$ cat src/rtl/tick_pwm_generator_if.sv
// Configuration channel for tick_pwm_generator: one period/duty pair per
// transfer, taken when cfg_valid and cfg_ready are both high at a clk edge.
interface tick_pwm_generator_if #(
  parameter int WIDTH = 8
);
  logic             cfg_valid;
  logic             cfg_ready;
  logic [WIDTH-1:0] cfg_period;
  logic [WIDTH-1:0] cfg_duty;

  modport master (
    output cfg_valid,
    output cfg_period,
    output cfg_duty,
    input  cfg_ready
  );

  modport slave (
    input  cfg_valid,
    input  cfg_period,
    input  cfg_duty,
    output cfg_ready
  );
endinterface

$ cat src/rtl/tick_pwm_generator.sv
// PWM generator stepped by rising edges of a divided tick; new period/duty
// settings are held pending and only take effect at a period boundary.
module tick_pwm_generator #(
  parameter int WIDTH = 8
) (
  input  logic                 clk,
  input  logic                 rst,
  input  logic                 tick_in,
  input  logic                 enable,
  tick_pwm_generator_if.slave  cfg,
  output logic                 pwm_out,
  output logic                 period_done,
  output logic                 busy,
  output logic                 dbg_state
);

  typedef enum logic {IDLE = 1'b0, RUN = 1'b1} state_t;

  localparam logic [WIDTH-1:0] ONE = {{(WIDTH-1){1'b0}}, 1'b1};

  state_t           state, state_nxt;
  logic [WIDTH-1:0] cnt, cnt_nxt;
  logic [WIDTH-1:0] act_period, act_duty, act_period_nxt, act_duty_nxt;
  logic [WIDTH-1:0] pend_period, pend_duty;
  logic             pend_valid;
  logic             tick_q;
  logic             step, xfer, apply, done_nxt, pwm_nxt, last_step;

  // A held-high tick counts once: only its rising edge is a step.
  assign step          = tick_in & ~tick_q;
  assign cfg.cfg_ready = ~pend_valid;
  assign xfer          = cfg.cfg_valid & ~pend_valid;
  assign last_step     = (cnt == act_period - ONE);
  assign dbg_state     = state;

  always_comb begin
    state_nxt = state;
    cnt_nxt   = cnt;
    done_nxt  = 1'b0;
    apply     = 1'b0;
    case (state)
      IDLE: begin
        apply = pend_valid;
        // Uses the registered act_period, so a config applied here lets RUN start next cycle.
        if (enable && act_period != '0) begin
          state_nxt = RUN;
          cnt_nxt   = '0;
        end
      end
      RUN: begin
        if (!enable) begin
          state_nxt = IDLE;
          cnt_nxt   = '0;
        end else if (step) begin
          if (last_step) begin
            cnt_nxt  = '0;
            done_nxt = 1'b1;
            apply    = pend_valid;
          end else begin
            cnt_nxt = cnt + ONE;
          end
        end
      end
    endcase

    act_period_nxt = apply ? pend_period : act_period;
    act_duty_nxt   = apply ? pend_duty   : act_duty;

    // A wrap that loads period 0 parks the generator.
    if (state == RUN && state_nxt == RUN && act_period_nxt == '0) begin
      state_nxt = IDLE;
    end

    pwm_nxt = (state_nxt == RUN) && (cnt_nxt < act_duty_nxt);
  end

  always_ff @(posedge clk) begin
    if (rst) begin
      state       <= IDLE;
      cnt         <= '0;
      tick_q      <= 1'b0;
      act_period  <= '0;
      act_duty    <= '0;
      pend_period <= '0;
      pend_duty   <= '0;
      pend_valid  <= 1'b0;
      pwm_out     <= 1'b0;
      period_done <= 1'b0;
      busy        <= 1'b0;
    end else begin
      state       <= state_nxt;
      cnt         <= cnt_nxt;
      tick_q      <= tick_in;
      act_period  <= act_period_nxt;
      act_duty    <= act_duty_nxt;
      pwm_out     <= pwm_nxt;
      period_done <= done_nxt;
      busy        <= (state_nxt == RUN);
      // xfer needs an empty slot and apply needs a full one, so they never coincide.
      if (xfer) begin
        pend_period <= cfg.cfg_period;
        pend_duty   <= cfg.cfg_duty;
        pend_valid  <= 1'b1;
      end else if (apply) begin
        pend_valid  <= 1'b0;
      end
    end
  end

endmodule

$ cat src/flat_wrapper.sv
// flat-port wrapper written by rule: the top's interface ports become plain ports
module tick_pwm_generator_flat 
#(
  parameter int WIDTH = 8
)
  (clk, rst, tick_in, enable, pwm_out, period_done, busy, dbg_state, cfg_cfg_valid, cfg_cfg_period, cfg_cfg_duty, cfg_cfg_ready);
  tick_pwm_generator_if #(.WIDTH(WIDTH)) cfg_i ();
  input  logic clk;
  input  logic rst;
  input  logic tick_in;
  input  logic enable;
  output logic pwm_out;
  output logic period_done;
  output logic busy;
  output logic dbg_state;
  input wire logic [$bits(cfg_i.cfg_valid)-1:0] cfg_cfg_valid;
  input wire logic [$bits(cfg_i.cfg_period)-1:0] cfg_cfg_period;
  input wire logic [$bits(cfg_i.cfg_duty)-1:0] cfg_cfg_duty;
  output wire logic [$bits(cfg_i.cfg_ready)-1:0] cfg_cfg_ready;
  assign cfg_i.cfg_valid = cfg_cfg_valid;
  assign cfg_i.cfg_period = cfg_cfg_period;
  assign cfg_i.cfg_duty = cfg_cfg_duty;
  assign cfg_cfg_ready = cfg_i.cfg_ready;
  tick_pwm_generator #(.WIDTH(WIDTH)) u_core (.clk(clk), .rst(rst), .tick_in(tick_in), .enable(enable), .cfg(cfg_i), .pwm_out(pwm_out), .period_done(period_done), .busy(busy), .dbg_state(dbg_state));
endmodule
$ cat config.mk
export PLATFORM = sky130hd
export DESIGN_NAME = tick_pwm_generator_flat
export DESIGN_NICKNAME = d
export VERILOG_FILES = /design/src/rtl/tick_pwm_generator_if.sv /design/src/rtl/tick_pwm_generator.sv /design/src/flat_wrapper.sv
export SDC_FILE = /design/constraint.sdc
export NUM_CORES = 1
export LEC_CHECK = 0
export ABC_AREA = 1
export CAP_MARGIN = 25
export CORE_UTILIZATION = 55
export DETAILED_ROUTE_END_ITERATION = 8
export PLACE_DENSITY = 0.79
export SYNTH_ARGS = -nofsm -noshare
export SYNTH_HDL_FRONTEND = slang
export SYNTH_SLANG_ARGS = --single-unit
$ cat constraint.sdc
create_clock -name clk -period 3.4 [get_ports clk]
set_clock_uncertainty 0.15 [all_clocks]
set_input_delay 0.34 -clock clk [delete_from_list [all_inputs] [get_ports clk]]
set_output_delay 0.34 -clock clk [all_outputs]
set_load 0.01 [all_outputs]
==> metrics.md, run 1 <==
| Metric | Value |
|---|---|
| Async SR Flop Fraction | 0% |
| Most frequent cells in the layout | 75 x nand2_1, 64 x nor2_1, 45 x dfxtp_1 |
| Worst Reg2Reg Path Length in Cells | 20 |
| Core Box Area | 4120 µm² |
| Status | complete, no violations |
| Reg2Reg Setup Slack | 370 ps |
| Syn_nets | 367 |
| Cell row count | 23 |
| Clock latency on the worst-skew pair | 300 ps |
| Post-DP HPWL | 3640 µm |
| Power Density | 433 nW/µm² |
| CP Capture Type | flip-flop |
| CP bufs+invs | 4 |
| Fin nets | 391 |
| Worst IR Drop VDD | 0.000409 V |
| Initial Utilization | 58.7% |
| I/O Buffers | 25 |
| Routability congestion estimate | 0.845 |
| Pins Over Slew Limit | 0 |
| Most common cell after layout, fill and taps aside | nand2_1 |
| CP Launch Type | flip-flop |
| Worst r2r dst | u_core.pwm_out$_SDFF_PP0_ |
| Hold Crit Class | flip-flop to flip-flop |
| Fin worst setup slack | 374 ps |
| Avg Cell Area, Syn | 7.19 µm² |
| CTS Hold Bufs | 0 |
| Clk buf depth | 2 |
| Max-slew headroom | 64.9% |
| Num CTS Buffers | 5 |
| Vias per cell | 5.11 |
| Worst Hold Launch | u_core.pend_period[4]$_SDFFE_PP0P_ |
| Max H-tree Level | 2 |
| DR iter-0 viols | 143 |
| Inst Count DP | 403 |
| Synthesized cell area | 2410 µm² |
| Slowest cell on crit path | dfxtp_1 |
| Iteration count of the initial detailed-routing pass | 4 |
| Crit Path Category | flip-flop to flip-flop |
| Initial antenna violation count | 0 |
| Die W | 68.3 µm |
| Drt total wl | 4770 µm |
| GRT Util Overall | 24.9% |
| Root Buffer | clkbuf_8 |
| Most frequent CP cell | nand2_1 |
| Layout cell share with drive strength beyond 1 | 9.97% |
| Layout area overhead | 14.6% |
| LEAKAGE | 1.32 nW |
| Routed via count | 2100 |
| Top Family by Delay on Critical Path | simple AND/OR/NAND/NOR gates |
| Mapped Cells | 336 |
| CTS sink count | 45 |
| Synthesized flop and latch total | 45 |
| Setup TNS | 0 ps |
| Crit path arrival time | 3130 ps |
| Fmax | 330 MHz |
| Largest net degree at the start of global routing | 20 |
| Post-synth EDFFs | 0 |
| Setup bufs post-CTS | 0 |
| Clock transition at the registers of the reported paths | 90 ps |
| Routed length per instance | 11.6 µm |
| First-pass GRT wire length | 8520 µm |
| IO Count | 26 |
| Final worst-path cycle share | 89.0% |
| Tmin final | 3030 ps |
| Final setup vio count | 0 |
| Non-Filler Instances | 411 |
| Max cap viols | 0 |
| CP Max Fanout | 6 |
| Slew @ Worst Pin | 524 ps |
| Die ar. | 4660 µm² |
| CTS tree | done |
| Antenna-violating nets left | 0 |
| GRT Residual Overflow | 0 |
| RSZ-0062 raised after global routing | false |
| Crit path largest cell delay | 440 ps |
| Yosys warning count | 0 |
| DRC errors left | 0 |
| Hold violation total from the final report | 0 |
| WP data required | 3500 ps |
| Ys flop type | dfxtp_1 |
| # diodes | 0 |
| Dpl ws | 230 ps |
| Hold EP | u_core.pend_period[4]$_SDFFE_PP0P_ |
| Reg-to-reg critical path startpoint | u_core.act_period[0]$_SDFF_PP0_ |
| Count of cell types in the netlist | 32 |
| Vias in the first global route | 2022 |
| Die Y | 68.3 µm |
| Hold depth | 2 |
| Seq/Total Area, Yosys | 37.3% |
| Worst path cell trace | inv_2 -> ha_1 -> inv_1 -> nand2_1 -> nand2_1 -> nand3_1 -> nor2_2 -> nand2_2 -> nor2_4 -> nand2_1 -> inv_1 -> nor2_1 -> inv_1 -> or2_2 -> nand2_1 -> ha_1 -> a21oi_1 -> o21a_1 -> nand3_2 -> nor2_2 |
| Post-CTS sizing | 0 |
-- cells in the mapped netlist (all sizes together), types with 2 or more instances --
library cell | n | share of area [%]
clkbuf | 7 | 1.1
dfxtp | 45 | 37
nand2 | 83 | 15
xnor2 | 2 | 0.73
inv | 33 | 5.1
xor2 | 3 | 1.1
or2 | 2 | 0.52
nand4 | 2 | 0.52
nand3 | 18 | 5.1
a21oi | 18 | 3.7
mux2i | 7 | 2.9
ha | 10 | 5.2
buf | 3 | 1.5
nand3b | 7 | 2.2
nor2 | 72 | 12
o21ai | 17 | 3.5
-- state kept, by name (all words and copies together) (netlist names) --
signal,flops
u_core.pend_duty,8
u_core.tick_q,1
u_core.cnt,8
u_core.pend_valid,1
u_core.pwm_out,1
u_core.busy,1
u_core.act_duty,8
u_core.period_done,1
u_core.act_period,8
u_core.pend_period,8
-- how the worst max path moves through the flow --
stage                                          from                   endpoint  depth (start not counted)
detailed placement                          tick_in  u_core.pwm_out$_SDFF_PP0_                         16
floorplan           u_core.act_period[0]$_SDFF_PP0_  u_core.pwm_out$_SDFF_PP0_                         19
global route        u_core.act_period[0]$_SDFF_PP0_  u_core.pwm_out$_SDFF_PP0_                         20
CTS                 u_core.act_period[0]$_SDFF_PP0_  u_core.pwm_out$_SDFF_PP0_                         20
global placement                            tick_in  u_core.pwm_out$_SDFF_PP0_                         16
finish              u_core.act_period[0]$_SDFF_PP0_  u_core.pwm_out$_SDFF_PP0_                         20
-- per-layer routing --
layer  vias to the layer above  global-route usage, %  wire (µm)
met3                        14                   4.83        246
li1                       1111                      -          -
met2                        65                   39.8       2080
met5                         -                      0          0
met1                       910                   31.8       2300
met4                         0                   12.2        143
-- worst reg2reg max path: stages, from the launching register on --
cell     delay (ps)
dfxtp_1         440
inv_2           110
ha_1            340
inv_1            50
nand2_1          50
nand2_1          40
nand3_1          80
nor2_2           50
nand2_2          70
nor2_4           40
nand2_1         130
inv_1            60
nor2_1          210
inv_1            80
or2_2           310
nand2_1          70
ha_1            230
a21oi_1         150
o21a_1          160
nand3_2          80
nor2_2          100
-- metrics by stage --
stage	hold slack [ps]	total power [mW]	instance area, µm²	utilization, %
global route	368	1.28	2770	67.3
CTS	327	1.21	2770	67.3
floorplan	280	0.813	2410	-
finish	319	1.20	2770	67.3
global placement	298	0.879	2680	65.2
detailed placement	315	0.884	2680	65.2
-- cell type report --
| cell class | count | area (µm²) |
|---|---|---|
| clock buffer | 5 | 68.8 |
| clock inverter | 3 | 17.5 |
| fill | 383 | 1350 |
| inverter | 34 | 128 |
| multi-input combinational | 247 | 1330 |
| sequential | 45 | 901 |
| tap | 50 | 62.6 |
| timing repair buffer | 27 | 265 |
-- power by group --
| part | total, mW | internal [mW] | switching (mW) |
|---|---|---|---|
| Clock | 0.326 | 0.142 | 0.184 |
| Combinational | 0.280 | 0.118 | 0.162 |
| Sequential | 0.593 | 0.563 | 0.0300 |
| Total | 1.20 | 0.822 | 0.376 |
-- cell families after synthesis --
kind of cell    after synthesis  share of synthesized area, %
xor+xnor                      5                          1.81
simple gates                186                          36.5
fa+ha+maj                    10                          5.18
mux                           7                          2.90
buf+inv                      44                          7.82
flops                        45                          37.3
compound gates               39                          8.50
Power figures use the tool's default switching activity.
==> run 2, diff against run 1 <==
clock period = 3.8 ns   (was 3.4 ns; I/O delays follow)
==> run 2 against run 1 <==
Against the previous run:
- via count increased by 2.0%
- worst setup slack improved by 380 ps
- clock power rose by 13%
- global-route usage is 0.14 points higher
- sequential power fell by 10%
- first-iteration DRC count increased by 6.3%
- count of clock-buffer cells in the layout increased by 2
- sequential share of layout area decreased by 0.35 points
- flip-flop and latch count unchanged
==> metrics.md, run 2 (synthesized netlist as in run 1, its figures left out) <==
| Metric | Value |
|---|---|
| Status | complete, no violations |
| Max-slew headroom | 64.2% |
| Most frequent cells in the layout | 75 x nand2_1, 64 x nor2_1, 45 x dfxtp_1 |
| NetSw | 0.332 mW |
| Core Box Area | 4120 µm² |
| Num CTS Buffers | 5 |
| Pins Over Slew Limit | 0 |
| CP Capture Type | flip-flop |
| Drt total wl | 5000 µm |
| Root Buffer | clkbuf_8 |
| Routed via count | 2143 |
| Inst Count DP | 403 |
| Initial Utilization | 58.7% |
| P_int | 0.823 mW |
| Most common cell after layout, fill and taps aside | nand2_1 |
| Die W | 68.3 µm |
| Reg-to-reg critical path startpoint | u_core.act_period[0]$_SDFF_PP0_ |
| Die Y | 68.3 µm |
| Layout area overhead | 15.9% |
| Power Density | 413 nW/µm² |
| DR iter-0 viols | 152 |
| Fin worst setup slack | 755 ps |
| IO Count | 26 |
| WP data required | 3890 ps |
| Hold Crit Class | flip-flop to flip-flop |
| RSZ-0062 raised after global routing | false |
| DRC errors left | 0 |
| Iteration count of the initial detailed-routing pass | 4 |
| Antenna-violating nets left | 0 |
| Slowest cell on crit path | dfxtp_1 |
| Worst Hold Launch | u_core.pend_duty[0]$_SDFFE_PP0P_ |
| Worst r2r dst | u_core.pwm_out$_SDFF_PP0_ |
| Worst path cell trace | inv_2 -> ha_1 -> inv_1 -> nand2_1 -> nand2_1 -> nand3_1 -> nor2_2 -> nand2_2 -> nor2_4 -> nand2_1 -> inv_1 -> nor2_1 -> inv_1 -> or2_2 -> nand2_1 -> ha_1 -> a21oi_1 -> o21a_1 -> nand3_2 -> nor2_2 |
| Crit Path Category | flip-flop to flip-flop |
| Fin nets | 391 |
| I/O Buffers | 25 |
| Post-DP HPWL | 3800 µm |
| Setup TNS | 0 ps |
| Clock transition at the registers of the reported paths | 80 ps |
| Routability congestion estimate | 0.834 |
| Hold depth | 2 |
| Vias per cell | 5.21 |
| Slew @ Worst Pin | 535 ps |
| Reg2Reg Setup Slack | 750 ps |
| Cell row count | 23 |
| Tmin final | 3050 ps |
| # diodes | 0 |
| Vias in the first global route | 1992 |
| Dpl ws | 566 ps |
| Non-Filler Instances | 411 |
| Final worst-path cycle share | 80.1% |
| Post-CTS sizing | 0 |
| CP Launch Type | flip-flop |
| Final setup vio count | 0 |
| Worst Reg2Reg Path Length in Cells | 20 |
| Crit path largest cell delay | 440 ps |
| GRT Residual Overflow | 0 |
| CTS sink count | 45 |
| Crit path arrival time | 3140 ps |
| Initial antenna violation count | 0 |
| Combinational Power Share | 22.0% |
| Cell area after layout | 2800 µm² |
| Fmax | 328 MHz |
| First-pass GRT wire length | 8600 µm |
| Clk buf depth | 2 |
| Routed length per instance | 12.2 µm |
| Clock latency on the worst-skew pair | 300 ps |
| CTS tree | done |
| CP bufs+invs | 4 |
| Top Family by Delay on Critical Path | simple AND/OR/NAND/NOR gates |
| Switching share of power | 28.7% |
| Max H-tree Level | 2 |
| Largest net degree at the start of global routing | 29 |
| Max cap viols | 0 |
| GRT Util Overall | 25.1% |
| LEAKAGE | 1.33 nW |
| Hold violation total from the final report | 0 |
| Hold EP | u_core.pend_duty[0]$_SDFFE_PP0P_ |
| Worst IR Drop VDD | 0.000252 V |
| Setup bufs post-CTS | 0 |
| Seq pwr share | 46.0% |
| Post-place instance area | 2680 µm² |
| CTS Hold Bufs | 0 |
| CP startpoint | u_core.act_period[0]$_SDFF_PP0_ |
| Most frequent CP cell | nand2_1 |
| Clock power frac | 32.0% |
| CP Max Fanout | 6 |
| Die ar. | 4660 µm² |
| Layout cell share with drive strength beyond 1 | 9.70% |
[run 2: changes by cell type in the layout (fill, tap and decap cells not counted), sizes merged]
| cell | before | now |
|---|---|---|
| clkbuf | 5 | 7 |
| clkinv | 3 | 1 |
| bufinv | 0 | 1 |
| clkinvlp | 1 | 0 |
[run 2: power groups by stage]
stage          sequential, mW  combinational, mW  clock [mW]
2_1_floorplan           0.533              0.195           0
3_3_place_gp            0.540              0.246           0
3_5_place_dp            0.542              0.253           0
4_1_cts                 0.531              0.255       0.377
5_1_grt                 0.535              0.292       0.397
6_report                0.531              0.254       0.370
[run 2: through the flow]
stage	hold WS, ps	util, %	power (mW)
after CTS	317	68.0	1.16
after detailed placement	305	65.2	0.794
after global placement	295	65.2	0.786
after floorplan	280	-	0.728
final	322	68.0	1.16
after global routing	344	68.0	1.22
[run 2: cell type report]
class                      count  area, µm²
tap                           50       62.6
sequential                    45        901
clock inverter                 1       30.0
multi-input combinational    247       1330
timing repair buffer          27        265
clock buffer                   7       86.3
fill                         379       1320
inverter                      34        128
[run 2: tightest hold or removal path, cell delays in order, from the launching register on]
cell and delay [ps]:
dfxtp_1 300, inv_1 70, a21oi_1 60
[run 2: worst max-delay path by stage]
stage                                      to  slack [ps]  cells after the start
floorplan           u_core.pwm_out$_SDFF_PP0_        1070                     19
global placement    u_core.pwm_out$_SDFF_PP0_         720                     16
detailed placement  u_core.pwm_out$_SDFF_PP0_         570                     16
CTS                 u_core.pwm_out$_SDFF_PP0_         750                     18
global route        u_core.pwm_out$_SDFF_PP0_         540                     20
finish              u_core.pwm_out$_SDFF_PP0_         750                     20
[run 2: metal layers]
metal / GRT usage [%] / vias to the layer above / part of all wire (%)
li1: - / 1112 / -
met1: 30.0 / 969 / 46
met2: 42.9 / 53 / 48
met3: 5.50 / 9 / 4.1
met4: 10.2 / 0 / 1.6
met5: 0 / - / 0
